File: src/rtl/seq_match_detector_pkg.sv
// Shared types and constants for the sequence-match detector and the display counter stage.
package seq_pkg;

    typedef enum logic [1:0] {
        IDLE  = 2'b00,
        GOT0  = 2'b01,
        ARMED = 2'b10
    } state_t;

    localparam int COUNT_W = 6;

    // Segment pattern {g,f,e,d,c,b,a}, active-high, for the downstream 7-segment display.
    function automatic logic [6:0] seg_digit(input logic [3:0] d);
        case (d)
            4'd0:    return 7'b0111111;
            4'd1:    return 7'b0000110;
            4'd2:    return 7'b1011011;
            4'd3:    return 7'b1001111;
            4'd4:    return 7'b1100110;
            4'd5:    return 7'b1101101;
            4'd6:    return 7'b1111101;
            4'd7:    return 7'b0000111;
            4'd8:    return 7'b1111111;
            4'd9:    return 7'b1101111;
            default: return 7'b0000000;
        endcase
    endfunction

endpackage

File: src/rtl/seq_match_detector_btn_debounce.sv
// Synchronises the raw step button and serial bit, debounces the button and
// emits a one-cycle strobe on each debounced rising edge.
module btn_debounce #(
    parameter int DEBOUNCE_CYCLES = 2
) (
    input  logic clk,
    input  logic rst,
    input  logic i_btn,
    input  logic i_bit,
    output logic o_strobe,
    output logic o_bit
);

    localparam int CNT_W = (DEBOUNCE_CYCLES > 1) ? $clog2(DEBOUNCE_CYCLES) : 1;
    localparam logic [CNT_W-1:0] CNT_LAST = CNT_W'(DEBOUNCE_CYCLES - 1);

    logic             r_btn_p0, r_btn_p1;
    logic             r_bit_p0, r_bit_p1;
    logic [CNT_W-1:0] r_cnt;
    logic             r_level;
    logic             r_level_d;
    logic             r_strobe;

    always_ff @(posedge clk) begin
        if (rst) begin
            r_btn_p0  <= 1'b0;
            r_btn_p1  <= 1'b0;
            r_bit_p0  <= 1'b0;
            r_bit_p1  <= 1'b0;
            r_cnt     <= '0;
            r_level   <= 1'b0;
            r_level_d <= 1'b0;
            r_strobe  <= 1'b0;
        end else begin
            // stage p0 -> p1: two-flop synchronisers
            r_btn_p0 <= i_btn;
            r_btn_p1 <= r_btn_p0;
            r_bit_p0 <= i_bit;
            r_bit_p1 <= r_bit_p0;
            // level flips only after DEBOUNCE_CYCLES consecutive disagreeing samples
            if (r_btn_p1 != r_level) begin
                if (r_cnt == CNT_LAST) begin
                    r_level <= ~r_level;
                    r_cnt   <= '0;
                end else begin
                    r_cnt <= r_cnt + 1'b1;
                end
            end else begin
                r_cnt <= '0;
            end
            r_level_d <= r_level;
            r_strobe  <= r_level & ~r_level_d;
        end
    end

    assign o_strobe = r_strobe;
    assign o_bit    = r_bit_p1;

endmodule

File: src/rtl/seq_match_detector.sv
// Mealy detector for 01[0*]1 on debounced step-button bits, with a wrapping match counter.
// Optional macro SEQ_OVERLAP_EN: a match ending in "01" re-arms instead of returning to IDLE.
import seq_pkg::*;

module seq_match_detector #(
    parameter int DEBOUNCE_CYCLES = 2,
    parameter int COUNT_MAX       = 63
) (
    input  logic               clk_50MHz,
    input  logic               rst,
    input  logic               bit_in,
    input  logic               step_btn,
    input  logic               clear_count,
    output logic               match_pulse,
    output logic [COUNT_W-1:0] match_count,
    output logic [1:0]         fsm_state_show,
    output logic               bit_accept_show
);

    localparam logic [COUNT_W-1:0] COUNT_LAST = COUNT_W'(COUNT_MAX);

    function automatic logic [COUNT_W-1:0] wrap_inc(input logic [COUNT_W-1:0] c);
        return (c == COUNT_LAST) ? '0 : c + 1'b1;
    endfunction

    logic               w_strobe;
    logic               w_bit;
    state_t             r_state;
    state_t             w_state_next;
    logic               w_match;
    logic               r_match;
    logic [COUNT_W-1:0] r_count;

    btn_debounce #(
        .DEBOUNCE_CYCLES(DEBOUNCE_CYCLES)
    ) u_btn_debounce (
        .clk     (clk_50MHz),
        .rst     (rst),
        .i_btn   (step_btn),
        .i_bit   (bit_in),
        .o_strobe(w_strobe),
        .o_bit   (w_bit)
    );

`ifdef SEQ_OVERLAP_EN
    // previous accepted bit; reset to 1 so no phantom "0" precedes the first bit
    logic r_prev_bit;

    always_ff @(posedge clk_50MHz) begin
        if (rst) begin
            r_prev_bit <= 1'b1;
        end else if (w_strobe) begin
            r_prev_bit <= w_bit;
        end
    end
`endif

    always_comb begin
        w_state_next = r_state;
        w_match      = 1'b0;
        case (r_state)
            IDLE: begin
                if (w_strobe && !w_bit) w_state_next = GOT0;
            end
            GOT0: begin
                if (w_strobe && w_bit) w_state_next = ARMED;
            end
            ARMED: begin
                if (w_strobe && w_bit) begin
                    w_match = 1'b1;
`ifdef SEQ_OVERLAP_EN
                    w_state_next = r_prev_bit ? IDLE : ARMED;
`else
                    w_state_next = IDLE;
`endif
                end
            end
            default: w_state_next = IDLE;
        endcase
    end

    always_ff @(posedge clk_50MHz) begin
        if (rst) begin
            r_state <= IDLE;
            r_match <= 1'b0;
            r_count <= '0;
        end else begin
            r_state <= w_state_next;
            r_match <= w_match;
            // clear has priority over a coincident increment
            if (clear_count) begin
                r_count <= '0;
            end else if (w_match) begin
                r_count <= wrap_inc(r_count);
            end
        end
    end

    assign match_pulse     = r_match;
    assign match_count     = r_count;
    assign fsm_state_show  = r_state;
    assign bit_accept_show = w_strobe;

endmodule

File: config.mk
export PLATFORM = sky130hd
export DESIGN_NAME = seq_match_detector
export DESIGN_NICKNAME = d
export VERILOG_FILES = /design/src/rtl/seq_match_detector_pkg.sv /design/src/rtl/seq_match_detector_btn_debounce.sv /design/src/rtl/seq_match_detector.sv
export SDC_FILE = /design/constraint.sdc
export NUM_CORES = 1
export LEC_CHECK = 0
export CAP_MARGIN = 0
export CORE_MARGIN = 2
export CORE_UTILIZATION = 42
export DETAILED_ROUTE_END_ITERATION = 12
export PLACE_DENSITY_LB_ADDON = 0.2
export REMOVE_ABC_BUFFERS = 1
export SLEW_MARGIN = 20
export SYNTH_ARGS = -nofsm -noshare
export SYNTH_HDL_FRONTEND = slang
export SYNTH_SLANG_ARGS = --single-unit
File: constraint.sdc
create_clock -name clk_50MHz -period 1.16 [get_ports clk_50MHz]
set_input_delay 0.29 -clock clk_50MHz [delete_from_list [all_inputs] [get_ports clk_50MHz]]
set_output_delay 0.29 -clock clk_50MHz [all_outputs]
set_load 0.01 [all_outputs]
Word level (Yosys, flattened, before mapping) --
Cells that the tools add are included.
Storage, ports and cells: logic and storage cells 39, flip-flop bits (word level) 17, input bits 5, output and inout bits 10
Cells by class: add/subtract/negate cells 2, equality and inequality tests 7, muxes and demuxes 7, reduce and logical (&&, ||, !) cells 8, bitwise logic cells 4
Operators with widths (count):
- adder 6 x 1 -> 6 bit, second input constant | 1
- equality test 6 bit, second input constant | 1
- two-way mux 2 bit | 3
- two-way mux 6 bit | 1
- inequality test 2 bit, second input constant | 3
- case mux 2 bit (3 select lines) | 1
- inverter 1 bit | 3
- AND reduction 3 bit | 1
- OR reduction 3 bit | 1
- equality test 2 x 1 -> 1 bit, second input constant | 1
- equality test 2 bit, second input constant | 1
- logical AND 1 bit | 2
- zero test 2 bit | 1
- two-way mux 1 bit | 2
- AND reduction 2 bit | 1
- OR reduction 2 bit | 1
- adder 1 bit, second input constant | 1
- bitwise AND 1 bit | 1
- zero test 1 bit | 1
- inequality test 1 bit | 1

Depth between registers and ports, before layout --
Gate-level depths: netlist of run 1.
word-level depth 4, gate-level depth with buffers 4

Modules after synthesis --
From an unflattened synthesis of run 1, not the netlist that was laid out.
Unflattened totals: cells, all modules 65, area, all modules 661.9 sq um
By module, submodules not included:
- seq_match_detector | times used 1, area an instance 431.7 sq um, cells each 47
- btn_debounce | times used 1, area an instance 230.2 sq um, cells each 18

Least setup slack after synthesis of run 1 --
No wires, ideal clock.
kind register -> register, start point register r_count[0] (netlist: match_count[0]), end point register r_count[0] (netlist: match_count[0]), data arrival time 1.268 ns, cell stages (with the launch flop) 5, period minus slack after synthesis 1.335 ns, required time 1.094 ns, path buffers 0, slack -0.175 ns, setup time 0.066 ns, path through dfxtp_1 -> ha_1 -> and4_2 -> a211o_2 -> a21oi_2
On the way: cells in the longest elaborated chain, start to end 2, elaborated cells between the ends (all ways) 3
RTL lines:
- start: declaration | line seq_match_detector.sv:32 | logic [COUNT_W-1:0] r_count;
- start signal: assignment | line seq_match_detector.sv:94 | r_count <= wrap_inc(r_count);
- adder 6 x 1 -> 6 bit or equality test 6 bit (tied branches) | line seq_match_detector.sv:23 | return (c == COUNT_LAST) ? '0 : c + 1'b1;
- two-way mux 6 bit (*) | line seq_match_detector.sv:23
Mark *: on every way between the ends. The rest lies on a longest branch, timed or not. A chain may end at the register's enable or synchronous reset.

Worst setup path in the final report of run 1 --
start point register r_count[0] (netlist: match_count[0]), end point register r_count[5] (netlist: match_count[5])
The elaborated chain is that of the path after synthesis.

==> summary.md, run 1 <==
| Metric | Value |
|---|---|
| Status | `finished, violations left` |
| Failing checks | `negative setup slack` |
| PD cells | `945.5 nW/um^2` |
| Period utilization | `102.4%` |
| Max_slew headroom | `78.05%` |
| Sequential element share of the synthesized area | `51.13%` |
| Via/cell ratio | `5.018` |
| Pleak | `0.0004296 uW` |
| Worst Tran Pin Value | `0.3210 ns` |
| GRT overflow | `0` |
| Placed insts | `108` |
| GRT Total Usage | `16.07%` |
| Critical R2R Launch | `match_count[0]` |
| Leading post-synthesis cells by cell area | `dfxtp_1 (51%), nor2b_1 (5.6%), mux2i_1 (3.0%)` |
| Comb power frac | `5.1%` |
| Psw | `202.5 uW` |
| Top_reg_cell synth | `dfxtp_1` |
| Ordered cell list for the critical path | `buf_6 -> buf_6 -> and2_4 -> a31o_4 -> and3_1` |
| RSZ-0062 raised after global routing | `true` |
| Max Cap Viol | `0` |
| DIE AREA | `1919 sq um` |
| Hold_sp | `u_btn_debounce.r_level_d` |
| Leading area contributor after synthesis | `dfxtp_1` |
| Drt first pass iters | `2` |
| Hold depth | `1` |
| Worst Path Arrival | `1.38 ns` |
| Clk_lat worst skew | `0.29 ns` |
| Vias in the first global route | `606` |
| Antenna cell count | `0` |
| Final Hold Viols | `0` |
| Clk network pwr share | `32.5%` |
| CTS clk-pin slew, worst paths | `0.10 ns` |
| Layout filler cell count | `118` |
| Initial antenna violation count | `0` |
| Sw Share | `21.32%` |
| Area grow syn2layout | `50.94%` |
| Clock sinks | `17` |
| Hold Crit Class | `flop to flop` |
| Crit-path max FO | `4` |
| Netlist cell types | `31` |
| Seq pwr share | `62.4%` |
| Max clock buf depth | `2` |
| Internal power | `747.4 uW` |
| Chip height | `43.81 microns` |
| Setup Skew | `0.005709 ns` |
| Post-synthesis cell count | `65` |
| Root Driver | `clkbuf_4` |
| Core Util, Final | `67.48%` |
| Crit-path most repeated cell | `buf_6` |
| First-pass GRT wire length | `2283 microns` |
| Drt wl/cell | `12.18 microns` |
| Worst vdd ir | `0.7789 mV` |
| Max stage delay on crit path | `0.35 ns` |
| Worst R2R End | `match_count[5]` |
| Req. time, crit path | `1.35 ns` |
| IO Count | `15` |
| H-Tree Depth | `1` |
| Die width | `43.81 microns` |
| Final setup viols | `3` |
| Final wirelength | `1389 microns` |
| Initial Utilization | `44.71%` |
| Max frequency | `0.8418 GHz` |
| Max Slew Vio Count | `0` |
| Vias | `572` |
| Initial drt markers | `1` |
| Cell Area, Synth | `665.6 sq um` |
| R2R Setup Slk | `-0.03 ns` |
| Setup crit end kind | `flop` |
| Mean Syn Cell Area | `10.24 sq um` |
| EDFF count, synth | `0` |
| Core Area | `1489 sq um` |
| Non-Filler Instances | `114` |
| CTS tree | `yes` |
| Setup WS post-layout | `-0.02791 ns` |
| Register bit count reported by yosys | `17` |
| Reg2Reg Depth | `5` |
| Largest net degree at the start of global routing | `11` |
| DP Wirelength | `1016 microns` |
| Share of layout cells above drive strength 1 | `51.02%` |
| ANT nets after route | `0` |
| Tmin final | `1.188 ns` |
| Max stage delay cell, worst path | `dfxtp_2` |
| Most common cell in the netlist | `dfxtp_1` |
| Critical Path Start Type | `flop` |
| Top post-synthesis cells by count | `dfxtp_1 (17), nor2b_1 (6), nand2_1 (5), nor2_1 (5), a21oi_1 (3)` |
| FFs w/ async S/R, synth | `0%` |
| Final nets | `105` |
| Detailed-route DRC error count | `0` |
| Crit Path Class | `flop to flop` |
| FP Rows | `14` |
| CTS Buf Count | `3` |
| YS warnings | `0` |
| Global placer's final weighted congestion | `0.7435` |
| Synth top area share | `51.13%` |
| Hold path endpoint | `u_btn_debounce.o_strobe` |
| I/O Buffers | `14` |
## cell families after synthesis
family / synth area share (%)
flip-flops: 51.13
AO/OA/AOI/OAI: 13.53
XOR/XNOR: 1.316
AND/OR/NAND/NOR: 26.32
buffers and inverters: 2.818
adder cells (fa/ha/maj): 1.879
multiplexers: 3.008
## cell usage in the layout (no fill, tap or decap), types with 2 or more instances in the layout
master | Yosys | routed
dfxtp_1 | 17 | 8
mux2i_1 | 2 | 2
buf_4 | 0 | 13
nand4b_1 | 2 | 2
a21oi_2 | 1 | 2
clkbuf_4 | 0 | 3
buf_6 | 1 | 5
buf_2 | 0 | 6
dfxtp_2 | 0 | 8
nand2_1 | 5 | 5
and3_1 | 2 | 2
clkdlybuf4s50_1 | 0 | 4
nor2_1 | 5 | 5
nor2b_1 | 6 | 6
a21oi_1 | 3 | 2
## routing by layer
| metal | vias to the layer above | GRT usage, % | part of all wire (%) |
|---|---|---|---|
| li1 | 303 | - | - |
| met5 | - | 0 | 0 |
| met4 | 0 | 9.091 | 0.65 |
| met1 | 255 | 16.67 | 41 |
| met3 | 2 | 4.583 | 3.9 |
| met2 | 12 | 28.53 | 54 |
## through the flow
step	setup WS (ns)	hold slack (ns)	setup TNS, ns	area, sq um	power [uW]
final	-0.02791	0.3769	-0.05699	1005	949.9
after global routing	-0.06750	0.3932	-0.2104	1005	989.7
after CTS	-0.04630	0.3775	-0.1294	1006	964.6
after detailed placement	-0.3183	0.3717	-1.921	923.4	657.2
after global placement	-0.3112	0.3714	-1.731	923.4	656.8
after floorplan	-0.1745	0.3591	-0.3538	650.6	621.6
## worst max path at each step
stage	startpoint	end	slack [ns]	depth (start not counted)
after floorplan	match_count[0]	match_count[0]	-0.17	4
after global placement	clear_count	match_count[3]	-0.31	4
after detailed placement	clear_count	match_count[3]	-0.32	4
after CTS	match_count[1]	match_count[0]	-0.05	4
after global routing	match_count[1]	match_count[0]	-0.07	4
final	match_count[0]	match_count[5]	-0.03	5
## sequential cells by signal, indices dropped and copies added, names as in the netlist
| name | cells |
|---|---|
| u_btn_debounce.r_btn_p0 | 1 |
| u_btn_debounce.o_strobe | 1 |
| u_btn_debounce.r_btn_p1 | 1 |
| u_btn_debounce.r_cnt | 1 |
| match_count | 6 |
| fsm_state_show | 2 |
| u_btn_debounce.o_bit | 1 |
| u_btn_debounce.r_level | 1 |
| u_btn_debounce.r_level_d | 1 |
| match_pulse | 1 |
| u_btn_debounce.r_bit_p0 | 1 |
## power by group through the flow
stage	registers, uW	clock network [uW]	logic [uW]
floorplan	609	0	12.9
global placement	608	0	48.4
detailed placement	609	0	48.5
CTS	593	323	49.1
global route	593	343	52.9
finish	592	309	48.5
## what timing repair did
item / 4_1_cts / 5_1_grt
resized for setup: 49 / 11
hold buffers: 0 / 0
setup buffers: 2 / 0
setup endpoints to repair: 15 / 12
pin swaps: 1 / 5
## area by class of cell
| type | count | area [sq um] | area share [%] |
|---|---|---|---|
| tap | 16 | 20.02 | 1.993 |
| inverter | 1 | 3.754 | 0.3736 |
| clock inverter | 1 | 5.005 | 0.4981 |
| clock buffer | 3 | 22.52 | 2.242 |
| sequential | 17 | 354.1 | 35.24 |
| multi-input combinational | 45 | 349.1 | 34.74 |
| timing repair buffer | 31 | 250.2 | 24.91 |
## critical path: cells and delay by family (launching register included)
kind | cells | cell delay [ns]
AND/OR/NAND/NOR | 2 | 0.30
buffers and inverters | 2 | 0.23
AO/OA/AOI/OAI | 1 | 0.22
flip-flops | 1 | 0.35
(Power assumes the default switching activity.)
==> run 2, diff against run 1 <==
==> constraint.sdc (replaced) <==
create_clock -name clk_50MHz -period 1.16 [get_ports clk_50MHz]
set_input_delay 0.29 -clock clk_50MHz [delete_from_list [all_inputs] [get_ports clk_50MHz]]
set_output_delay 0.29 -clock clk_50MHz [all_outputs]
set_load 0.005 [all_outputs]
==> summary.md, run 2 (same netlist as run 1, synthesis figures left out) <==
| Metric | Value |
|---|---|
| Critical Path Start Type | `input pin` |
| Worst Path Arrival | `1.43 ns (+0.05 ns)` |
| Setup Skew | `0.007999 ns (+0.002290 ns)` |
| Max_slew headroom | `77.36% (-0.68 points)` |
| CTS Buf Count | `3 (unchanged)` |
| Setup crit end kind | `flop` |
| Final wirelength | `1630 microns (+17%)` |
| Vias in the first global route | `673 (+11%)` |
| Reg2Reg Depth | `5 (unchanged)` |
| Largest net degree at the start of global routing | `10 (-1)` |
| Initial drt markers | `9 (+8)` |
| Comb power frac | `5.2% (about the same)` |
| Global placer's final weighted congestion | `0.7423 (-0.16%)` |
| R2R Setup Slk | `-0.04 ns (about the same)` |
| RSZ-0062 raised after global routing | `true` |
| PD cells | `886.8 nW/um^2 (-6.2%)` |
| Vias | `643 (+12%)` |
| Period utilization | `103.1% (+0.74 points)` |
| Final setup viols | `4 (+1)` |
| FP Rows | `14 (unchanged)` |
| Critical R2R Launch | `match_count[3]` |
| Max reg flops | `6 (unchanged)` |
| First-pass GRT wire length | `2746 microns (+20%)` |
| Crit path from | `clear_count` |
| CTS tree | `yes` |
| GRT Total Usage | `19.33% (+3.3 points)` |
| Max Slew Vio Count | `0 (unchanged)` |
| Setup WS post-layout | `-0.03647 ns (-0.008555 ns)` |
| DP Wirelength | `1102 microns (+8.5%)` |
| Hold Crit Class | `flop to flop` |
| Drt wl/cell | `13.58 microns (+11%)` |
| Crit Path Class | `input pin to flop` |
| Final Hold Viols | `0 (unchanged)` |
| Max stage delay cell, worst path | `clkdlybuf4s50_1` |
| Cts-stage hold buffer count | `0 (unchanged)` |
| Sw Share | `21.39% (+0.078 points)` |
| Req. time, crit path | `1.39 ns (+0.04 ns)` |
| GRT overflow | `0 (unchanged)` |
| Drt first pass iters | `4 (+2)` |
| Initial antenna violation count | `0 (unchanged)` |
| Root Driver | `clkbuf_4` |
| IO Count | `15 (unchanged)` |
| Stages on worst setup path | `4 (-1)` |
| Tmin final | `1.196 ns (+0.008555 ns)` |
| DIE AREA | `1919 sq um (unchanged)` |
| Share of layout cells above drive strength 1 | `50.96% (-0.059 points)` |
| Status | `finished, violations left` |
| Core Area | `1489 sq um (unchanged)` |
| Pleak | `0.0004612 uW (+7.3%)` |
| Total power | `958.7 uW (+0.92%)` |
| ANT nets after route | `0 (unchanged)` |
| H-Tree Depth | `1 (unchanged)` |
| Internal power | `753.6 uW (+0.82%)` |
| Crit-path max FO | `3 (-1)` |
| Max stage delay on crit path | `0.45 ns (+0.10 ns)` |
| Failing checks | `negative setup slack` |
| CTS clk-pin slew, worst paths | `0.10 ns (about the same)` |
| Core Util, Final | `72.61% (+5.1 points)` |
| Psw | `205.1 uW (+1.3%)` |
| Clk network pwr share | `33.0% (+0.5 points)` |
| Final nets | `111 (+5.7%)` |
| Worst hold slack | `0.3938 ns (+0.01690 ns)` |
| Max frequency | `0.8358 GHz (-0.72%)` |
| Placed insts | `110 (+1.9%)` |
| Non-Filler Instances | `120 (+5.3%)` |
| Die width | `43.81 microns (unchanged)` |
| Clock sinks | `17 (unchanged)` |
| Seq pwr share | `61.8% (-0.6 points)` |
| Initial Utilization | `44.71% (unchanged)` |
| Via/cell ratio | `5.358 (+6.8%)` |
| Antenna cell count | `0 (unchanged)` |
| Family with the most delay on the worst path | `simple AND/OR/NAND/NOR gates` |
| Area grow syn2layout | `62.41%` |
| Ordered cell list for the critical path | `clkdlybuf4s50_1 -> or2_2 -> nor3b_2 -> a32o_1` |
| Worst vdd ir | `0.7723 mV (-0.85%)` |
| CP Buf/Inv Count | `1 (-1)` |
| Clk_lat worst skew | `0.29 ns (about the same)` |
| Worst Tran Pin Value | `0.3310 ns (+0.009971 ns)` |
| Most common cell after layout, fill and taps aside | `buf_4` |
| Crit path to | `match_count[3]` |
| Detailed-route DRC error count | `0 (unchanged)` |
| Worst R2R End | `match_count[5]` |
| Max Cap Viol | `0 (unchanged)` |
| Most frequent cells in the layout | `buf_4 (16), buf_6 (9), dfxtp_2 (8), dfxtp_1 (8), nor2b_1 (6)` |
| Max clock buf depth | `2 (unchanged)` |
| I/O Buffers | `14 (unchanged)` |
| Chip height | `43.81 microns (unchanged)` |
-- run 2: timing repair --
item                                    4_1_cts  5_1_grt
endpoints found under the setup margin       15       11
gates cloned                                  0        0
pin swaps                                     8        4
resized for setup                            45        8
setup buffers                                 7        0
-- run 2: worst min path at each step --
stage,cells after the start,slack [ns],endpoint,startpoint
3_5_place_dp,1,0.39,u_btn_debounce.o_strobe,u_btn_debounce.r_level_d
2_1_floorplan,1,0.36,fsm_state_show[1],rst
4_1_cts,1,0.40,u_btn_debounce.o_strobe,u_btn_debounce.r_level_d
6_report,1,0.39,u_btn_debounce.o_strobe,u_btn_debounce.r_level_d
3_3_place_gp,1,0.37,u_btn_debounce.o_strobe,u_btn_debounce.r_level_d
5_1_grt,1,0.42,u_btn_debounce.o_strobe,u_btn_debounce.r_level_d
-- run 2: metal layers --
| metal | routed length [microns] | global-route usage (%) | up-vias | share of wire (%) |
|---|---|---|---|---|
| li1 | - | - | 313 | - |
| met1 | 675 | 19.79 | 314 | 41 |
| met2 | 873 | 34.71 | 12 | 54 |
| met3 | 61 | 4.583 | 4 | 3.7 |
| met4 | 19 | 12.12 | 0 | 1.2 |
| met5 | 0 | 0 | - | 0 |
-- run 2: final cells by class --
cell class / count / area, sq um
fill: 118 / 407.9
sequential: 17 / 354.1
multi-input combinational: 45 / 352.8
timing repair buffer: 37 / 324.1
clock buffer: 4 / 26.28
tap: 16 / 20.02
inverter: 1 / 3.754
-- run 2: power groups by stage --
stage | clock [uW] | combinational (uW) | sequential [uW]
after global routing | 352 | 55.0 | 594
final | 316 | 49.8 | 592
after floorplan | 0 | 12.9 | 609
after global placement | 0 | 48.2 | 608
after detailed placement | 0 | 48.9 | 609
after CTS | 330 | 50.0 | 593
-- run 2: through the flow --
stage | cell area, sq um | setup slack (ns) | TNS, ns
global route | 1081 | -0.07986 | -0.3429
floorplan | 650.6 | -0.1477 | -0.2631
detailed placement | 938.4 | -0.3401 | -1.992
CTS | 1070 | -0.04153 | -0.1602
global placement | 938.4 | -0.2979 | -1.692
finish | 1081 | -0.03647 | -0.1008
